**config.mk**
```make
export PLATFORM = sky130hd
export DESIGN_NAME = program_memory
export DESIGN_NICKNAME = d
export VERILOG_FILES = /design/src/rtl/program_memory.sv
export SDC_FILE = /design/constraint.sdc
export NUM_CORES = 2
export LEC_CHECK = 0
export ABC_AREA = 1
export ABC_CLOCK_PERIOD_IN_PS = 4300
export CORE_MARGIN = 3
export CORE_UTILIZATION = 45
export DETAILED_ROUTE_END_ITERATION = 10
export GPL_TIMING_DRIVEN = 0
export REMOVE_ABC_BUFFERS = 1
export SKIP_CTS_REPAIR_TIMING = 1
export SYNTH_ARGS = -nofsm -noshare
export SYNTH_HDL_FRONTEND = slang
export SYNTH_SLANG_ARGS = --single-unit
```
**constraint.sdc**
```tcl
create_clock -name clk -period 4.3 [get_ports clk]
set_input_delay 0.86 -clock clk [delete_from_list [all_inputs] [get_ports clk]]
set_output_delay 0.86 -clock clk [all_outputs]
set_load 0.01 [all_outputs]
```
**src/rtl/program_memory.sv**
```systemverilog
// 256x8 program RAM with a byte-stream loader; cpu_run gates CPU access once loading completes.
// Optional build macro: WRITE_PROTECT_EN blocks CPU writes into the loaded image.
module program_memory #(
    parameter int unsigned       ADDR_W  = 8,
    parameter int unsigned       DATA_W  = 8,
    parameter logic [DATA_W-1:0] IDLE_RD = '0
) (
    input  logic              clk,
    input  logic              rst,
    input  logic [ADDR_W-1:0] ram_addr,
    input  logic [DATA_W-1:0] ram_data,
    input  logic              ram_we,
    output logic [DATA_W-1:0] ram_out,
    input  logic              load_start,
    input  logic [ADDR_W-1:0] load_len,
    input  logic              load_valid,
    input  logic [DATA_W-1:0] load_data,
    output logic              load_ready,
    output logic [ADDR_W-1:0] load_count,
    output logic              cpu_run,
    output logic              prot_fault
);

    localparam int unsigned DEPTH = 2 ** ADDR_W;

    typedef enum logic [1:0] {IDLE, LOAD, RUN} state_t;

    state_t            state, state_next;
    logic [ADDR_W-1:0] ptr;
    logic [ADDR_W-1:0] len;
    logic [DATA_W-1:0] mem [DEPTH];
    logic              start_ok;
    logic              accept;
    logic              done;
    logic              wp_hit;
    logic              cpu_wr;

    always_comb begin
        state_next = state;
        load_ready = 1'b0;
        start_ok   = 1'b0;
        accept     = 1'b0;
        done       = 1'b0;
        case (state)
            IDLE: begin
                if (load_start) begin
                    state_next = LOAD;
                    start_ok   = 1'b1;
                end
            end
            LOAD: begin
                load_ready = 1'b1;
                accept     = load_valid;
                // count wraps in ADDR_W bits, so len==0 completes on the DEPTH-th byte
                if (load_valid && ((load_count + ADDR_W'(1)) == len)) begin
                    done       = 1'b1;
                    state_next = RUN;
                end
            end
            RUN: begin
                if (load_start) begin
                    state_next = LOAD;
                    start_ok   = 1'b1;
                end
            end
            default: state_next = IDLE;
        endcase
    end

`ifdef WRITE_PROTECT_EN
    assign wp_hit = (len == '0) || (ram_addr < len);
`else
    assign wp_hit = 1'b0;
`endif

    assign cpu_wr = (state == RUN) && ram_we && !wp_hit;

    always_ff @(posedge clk or posedge rst) begin
        if (rst) begin
            state      <= IDLE;
            ptr        <= '0;
            len        <= '0;
            load_count <= '0;
            cpu_run    <= 1'b0;
        end else begin
            state   <= state_next;
            cpu_run <= (state_next == RUN);
            if (start_ok) begin
                ptr        <= '0;
                len        <= load_len;
                load_count <= '0;
            end else if (accept) begin
                ptr        <= done ? '0 : ptr + ADDR_W'(1);
                load_count <= load_count + ADDR_W'(1);
            end
        end
    end

    // Contents deliberately have no reset so a loaded image survives rst.
    always_ff @(posedge clk) begin
        if (accept) begin
            mem[ptr] <= load_data;
        end else if (cpu_wr) begin
            mem[ram_addr] <= ram_data;
        end
    end

    always_comb begin
        ram_out = IDLE_RD;
        if (state == RUN) begin
            ram_out = mem[ram_addr];
        end
    end

`ifdef WRITE_PROTECT_EN
    always_ff @(posedge clk or posedge rst) begin
        if (rst) begin
            prot_fault <= 1'b0;
        end else if (start_ok) begin
            prot_fault <= 1'b0;
        end else if ((state == RUN) && ram_we && wp_hit) begin
            prot_fault <= 1'b1;
        end
    end
`else
    assign prot_fault = 1'b0;
`endif

endmodule
```
Word level (Yosys, flattened, before mapping)
Memory sizes are Yosys's and may differ from the RTL's.
Cells that the tools add are included.
Widths: inputs -> output; s select.

cells by class
  equality and inequality tests = 4
  reduce and logical (&&, ||, !) cells = 6
  $lt $le $gt $ge = 0
  shifts and indexed selects = 0
  add/subtract/negate cells = 2
  divide/modulo/power cells = 0
  bitwise operators = 0
  multipliers = 0
  multiplexer cells = 23

operators by type and width
  kind                 number
  $mux 8               8
  $add 8x1->8 const B  2
  $mux 1               12
  $eq 8x8->1           1
  $reduce_or 8->1      1
  $eq 2x2->1 const B   2
  $mux 2               2
  $pmux 2 s2           1
  $eq 2x1->1 const B   1
  $logic_and 1x1->1    2
  $logic_not 2->1      1
  $reduce_bool 2->1    1
  $reduce_or 2->1      1

storage, ports and cells
  output and inout bits = 19
  flip-flop bits (word level) = 27
  bits in latches = 0
  logic and storage cells = 41
  memories = 1
  bits in writable memories = 2048
  bits in read-only memories = 0
  bits of input ports = 37

memory list
  memory  words  width  read ports  clocked after memory_dff  write ports  line  text
  mem     256    8      1           0                         1            31    logic [DATA_W-1:0] mem [DEPTH];

Depth between registers and ports, before layout
  depth in word-level cells = 8
  depth in mapped cells = 15
  mapped depth without buffers = 11

Worst setup path after synthesis
No wires, ideal clock.

  path kind = in2reg
  start point = input port ram_we
  end point = memory mem[0][0] (data pin)
  library setup time = 0.556 ns
  stages on the path = 3
  data required time = 3.744 ns
  slack = 0.736 ns
  arrival = 3.008 ns
  path buffers = 1
  cells stage by stage = nand2_4 > buf_2 > mux2_2

between the ends
  word-level cells in the longest chain between the ends = 6

RTL lines
  what                          line  text
  start, declared               12    input logic ram_we,
  $logic_and 1x1->1             76    assign cpu_wr = (state == RUN) && ram_we && !wp_hit;
  $mux 1                        103   end else if (cpu_wr) begin
  $mux 1                        101   if (accept) begin
  $mux 1 (not written as such)  104   mem[ram_addr] <= ram_data;
  $reduce_or 8->1 (no line)     --
  $mux 8 (no line)              --
  end, declared                 31

No other way between the ends.

Final worst setup path
  start point = register state[0]
  end point = memory mem[81][3] (enable)

between the ends
  word-level cells in the longest chain between the ends = 7
  elaborated cells on any way between the ends = 12
  those cells by class = eq/ne (2); mux (8); reduce/logical (2)

RTL lines
  what                                        line  text
  start, declared                             28    state_t state, state_next;
  start signal, assigned                      86    state <= state_next;
  $eq 2x2->1                                  76
  $logic_and 1x1->1                           76
  $mux 1                                      103
  $mux 1                                      101
  $mux 1 (not written as such)                104
  $reduce_or 8->1 (no line)                   --
  $mux 8 (no line) or $mux 1 (tied branches)  --

Several ways; a longest one is shown, not always the timed one.

==> impl_metrics.csv <==
group,metric,value,unit
yosys,synth_top_area_share,72.7,%
cells_and_area,layout-drive-gt1-share,9.75,%
pwr,seq_power_share,51.2,%
yosys,yosysSeqAreaShare,73.5,%
placement,post-dp-hpwl,119000,um
placement,gp_congestion,0.836,
worst_setup_path,cp_top_family,"simple AND/OR/NAND/NOR gates",
detailed_routing,wirelength,255000,um
yosys,synth_ff_type,"edfxtp_1",
detailed_routing,firstDrtPassIters,8,
status,status,"finished with violations",
worst_setup_path,rr_startpoint,"state[0]",
sta,setup_tns,-97.88,ns
die,start_util,45.4,%
pwr,clockPowerShare,39.1,%
placement,port_buffers,54,
worst_setup_path,rrSetupSlack,-0.53,ns
sta,rsz0062_at_grt,"yes",
cts,cts_root_buffer,"clkbuf_16",
worst_setup_path,timing.rr.end,"mem[81][3]",
pwr,switching_share,24.8,%
grt,grt_max_degree,156,
sta,setup_viol,260,
grt,antenna_found_initial,6,
min_path,min_from,"len[7]",
yosys,syn_area,84600,um^2
yosys,avgSynthCellArea,11.8,um^2
yosys,synthSimpleGateAreaFrac,22.9,%
die,dieArea,193000,um^2
yosys,yosysTopAreaCell,"edfxtp_1",
pwr,power_density,455,nW/um^2
yosys,synth_xor_area_share,0.0725,%
detailed_routing,via_per_inst,5.78,
die,die_h,440,um
min_path,hp-class,"reg2reg",
detailed_routing,drc_errors,0,
sta,hold_viol,0,
cts,path_clk_slew,0.06,ns
worst_setup_path,crit_buf_inv,2,
yosys,synthMuxAreaShare,0.200,%
die,die_width,440,um
worst_setup_path,critPathLaunchType,"flop",
pwr,internal_power,33.3,mW
die,rows,158,
grt,grt_pass1_vias,50800,
yosys,synth-seq-cells,2075,
die,ios,56,
placement,dp_slack,-2.72,ns
pwr,max-vdd-ir-drop,0.415,mV
cells_and_area,area_growth,14.8,%
grt,grt.total_usage,22.8,%
pwr,totalPowerFinal,44.2,mW
worst_setup_path,cp.arrival,5.28,ns
yosys,async_reset_ff_share,1.30,%
cts,clock-sinks,2075,
cts,clk_latency,0.83,ns
cts,cts_max_level,4,
yosys,synth_top_family_by_area,"simple AND/OR/NAND/NOR gates",
worst_setup_path,max_stage_delay,1.21,ns
yosys,yosys.area_share.adder,0.0296,%
pwr,p_leak,33.7,nW
status,violations,"capacitance limit, slew limit, setup timing",
yosys,syn_inst,7158,
cells_and_area,final_area,97200,um^2
worst_setup_path,crit_slowest_cell,"nor2_1",
sta,finalMaxSlewViolations,51,
worst_setup_path,path_cells,"inv_2 > nand2_2 > inv_4 > nand2_4 > nand2_1 > o21ai_2 > nor2_1 > nand3_2 > nor2_1",
worst_setup_path,cp-end-kind,"flop",
sta,finalCritPeriodShare,112,%
grt,overflow,0,
worst_setup_path,critPathKind,"reg2reg",
detailed_routing,vias,56500,
run,maxCapViolations,5,
yosys,synth_edf_count,2048,
yosys,synth_cell_types,37,
pwr,pwr-share-comb,9.7,%
placement,placed_cell_area,87700,um^2
min_path,holdPathStages,1,
worst_setup_path,critPathMaxFanout,25,
sta,clock_skew,0.0189,ns
grt,grt_pass1_wl,331000,um
die,design.core.area,186000,um^2
yosys,synth.yosys.warnings,0,
cells_and_area,layout.cells.non_filler,9766,
yosys,synth-compound-area-share,0.679,%
worst_setup_path,worstPathRequired,4.75,ns
worst_setup_path,cp_common_cell,"nor2_1",
sta,max_slew_margin,-6.70,%
cts,cts_tree,"done",
yosys,synthTopCellsByCount,"nand2_1 (2085), edfxtp_1 (2048), nand3_1 (1941)",
worst_setup_path,rr_worst_depth,9,
detailed_routing,drtIter0Drc,7424,
sta,worstMarginPinSlew,1.59,ns
pwr,power.net_switching,11.0,mW
cts,cts_buffer_depth,3,
placement,place_inst,9255,
min_path,min_to,"len[7]",
cts,cts_made_buffers,208,
detailed_routing,ant_nets,0,
sta,setup_ws,-0.529,ns
yosys,synth_area_leaders,"edfxtp_1 (73%), nand3_1 (11%), nand2_1 (9.3%), nor2_1 (1.5%), clkbuf_1 (1.1%)",
cells_and_area,fin_nets,7153,
sta,max_freq,207,MHz
detailed_routing,routedWlPerCell,26.1,um
sta,fin_crit,4.83,ns
yosys,yosysMostFrequentCell,"nand2_1",
-- sequential cells by signal, indices dropped and copies added, names as in the netlist --
register and flops:
cpu_run 1, len 8, load_count 8, mem 2048
ptr 8, state 2
-- worst max-delay path by stage --
stage	start	to	cells after the start
floorplan	ram_addr[0]	ram_out[1]	11
global placement	ram_addr[0]	ram_out[6]	13
detailed placement	ram_addr[0]	ram_out[6]	17
CTS	ram_addr[0]	ram_out[6]	17
global route	state[0]	mem[146][7]	9
finish	state[0]	mem[81][3]	9
-- placed cells by master, fill, tap and decap left out, types with 39 or more instances in the layout --
| cell | count |
|---|---|
| buf_16 | 53 |
| buf_4 | 39 |
| clkbuf_1 | 47 |
| clkbuf_16 | 271 |
| clkdlybuf4s50_1 | 40 |
| clkinv_1 | 58 |
| clkinv_2 | 40 |
| edfxtp_1 | 2048 |
| nand2_1 | 2075 |
| nand3_1 | 1891 |
| nand3_2 | 40 |
| nor2_1 | 250 |
| nor2_2 | 90 |
| o21ai_0 | 46 |
-- power by group through the flow --
stage	registers [mW]	logic [mW]	clock network [mW]
floorplan	23.1	2.15	0
global placement	23.2	4.65	0
detailed placement	23.1	3.75	0
CTS	22.6	3.76	17.4
global route	22.7	4.57	18.3
finish	22.6	4.31	17.3
-- cell families (layout without fill, tap and decap cells) --
kind of cell               after synthesis  after routing
and+or+nand+nor                       4433           4433
buffers and inverters                  527            652
muxes                                   15             15
adders and majority gates                2              2
xor gates and xnor gates                 7              7
DFF                                   2075           2075
other                                    1              4
AOI/OAI and AO/OA                       98             98
-- cell type report --
type | count | area [um^2]
clock inverters | 121 | 918
fillers | 15800 | 89100
clock buffers | 258 | 5460
well taps | 2480 | 3100
repair buffers | 227 | 4120
multi-input cells | 4556 | 21000
diodes | 3 | 7.51
repair inverters | 8 | 90.1
inverters | 38 | 243
flip-flops and latches | 2075 | 62200
-- worst register-to-register path, delay by kind of cell, from the launching register on --
kind | cells | cell delay [ns]
AND/OR/NAND/NOR | 6 | 3.58
flip-flops | 1 | 0.37
buffers and inverters | 2 | 0.29
AO/OA/AOI/OAI | 1 | 0.20
-- layer usage --
| metal | global-route usage [%] | up-vias | part of all wire [%] |
|---|---|---|---|
| li1 | - | 25400 | - |
| met1 | 33.1 | 27700 | 40 |
| met2 | 34.7 | 2967 | 46 |
| met3 | 3.58 | 414 | 9.8 |
| met4 | 8.31 | 0 | 3.4 |
| met5 | 0 | - | 0 |
-- metrics by stage --
step / utilization (%) / hold WS, ns
6_report: 52.2 / 0.530
5_1_grt: 52.2 / 0.552
3_5_place_dp: 47.1 / 0.518
3_3_place_gp: 46.3 / 0.512
4_1_cts: 50.5 / 0.532
2_1_floorplan: - / 0.496
No activity file was read; power rests on OpenSTA's default activity.
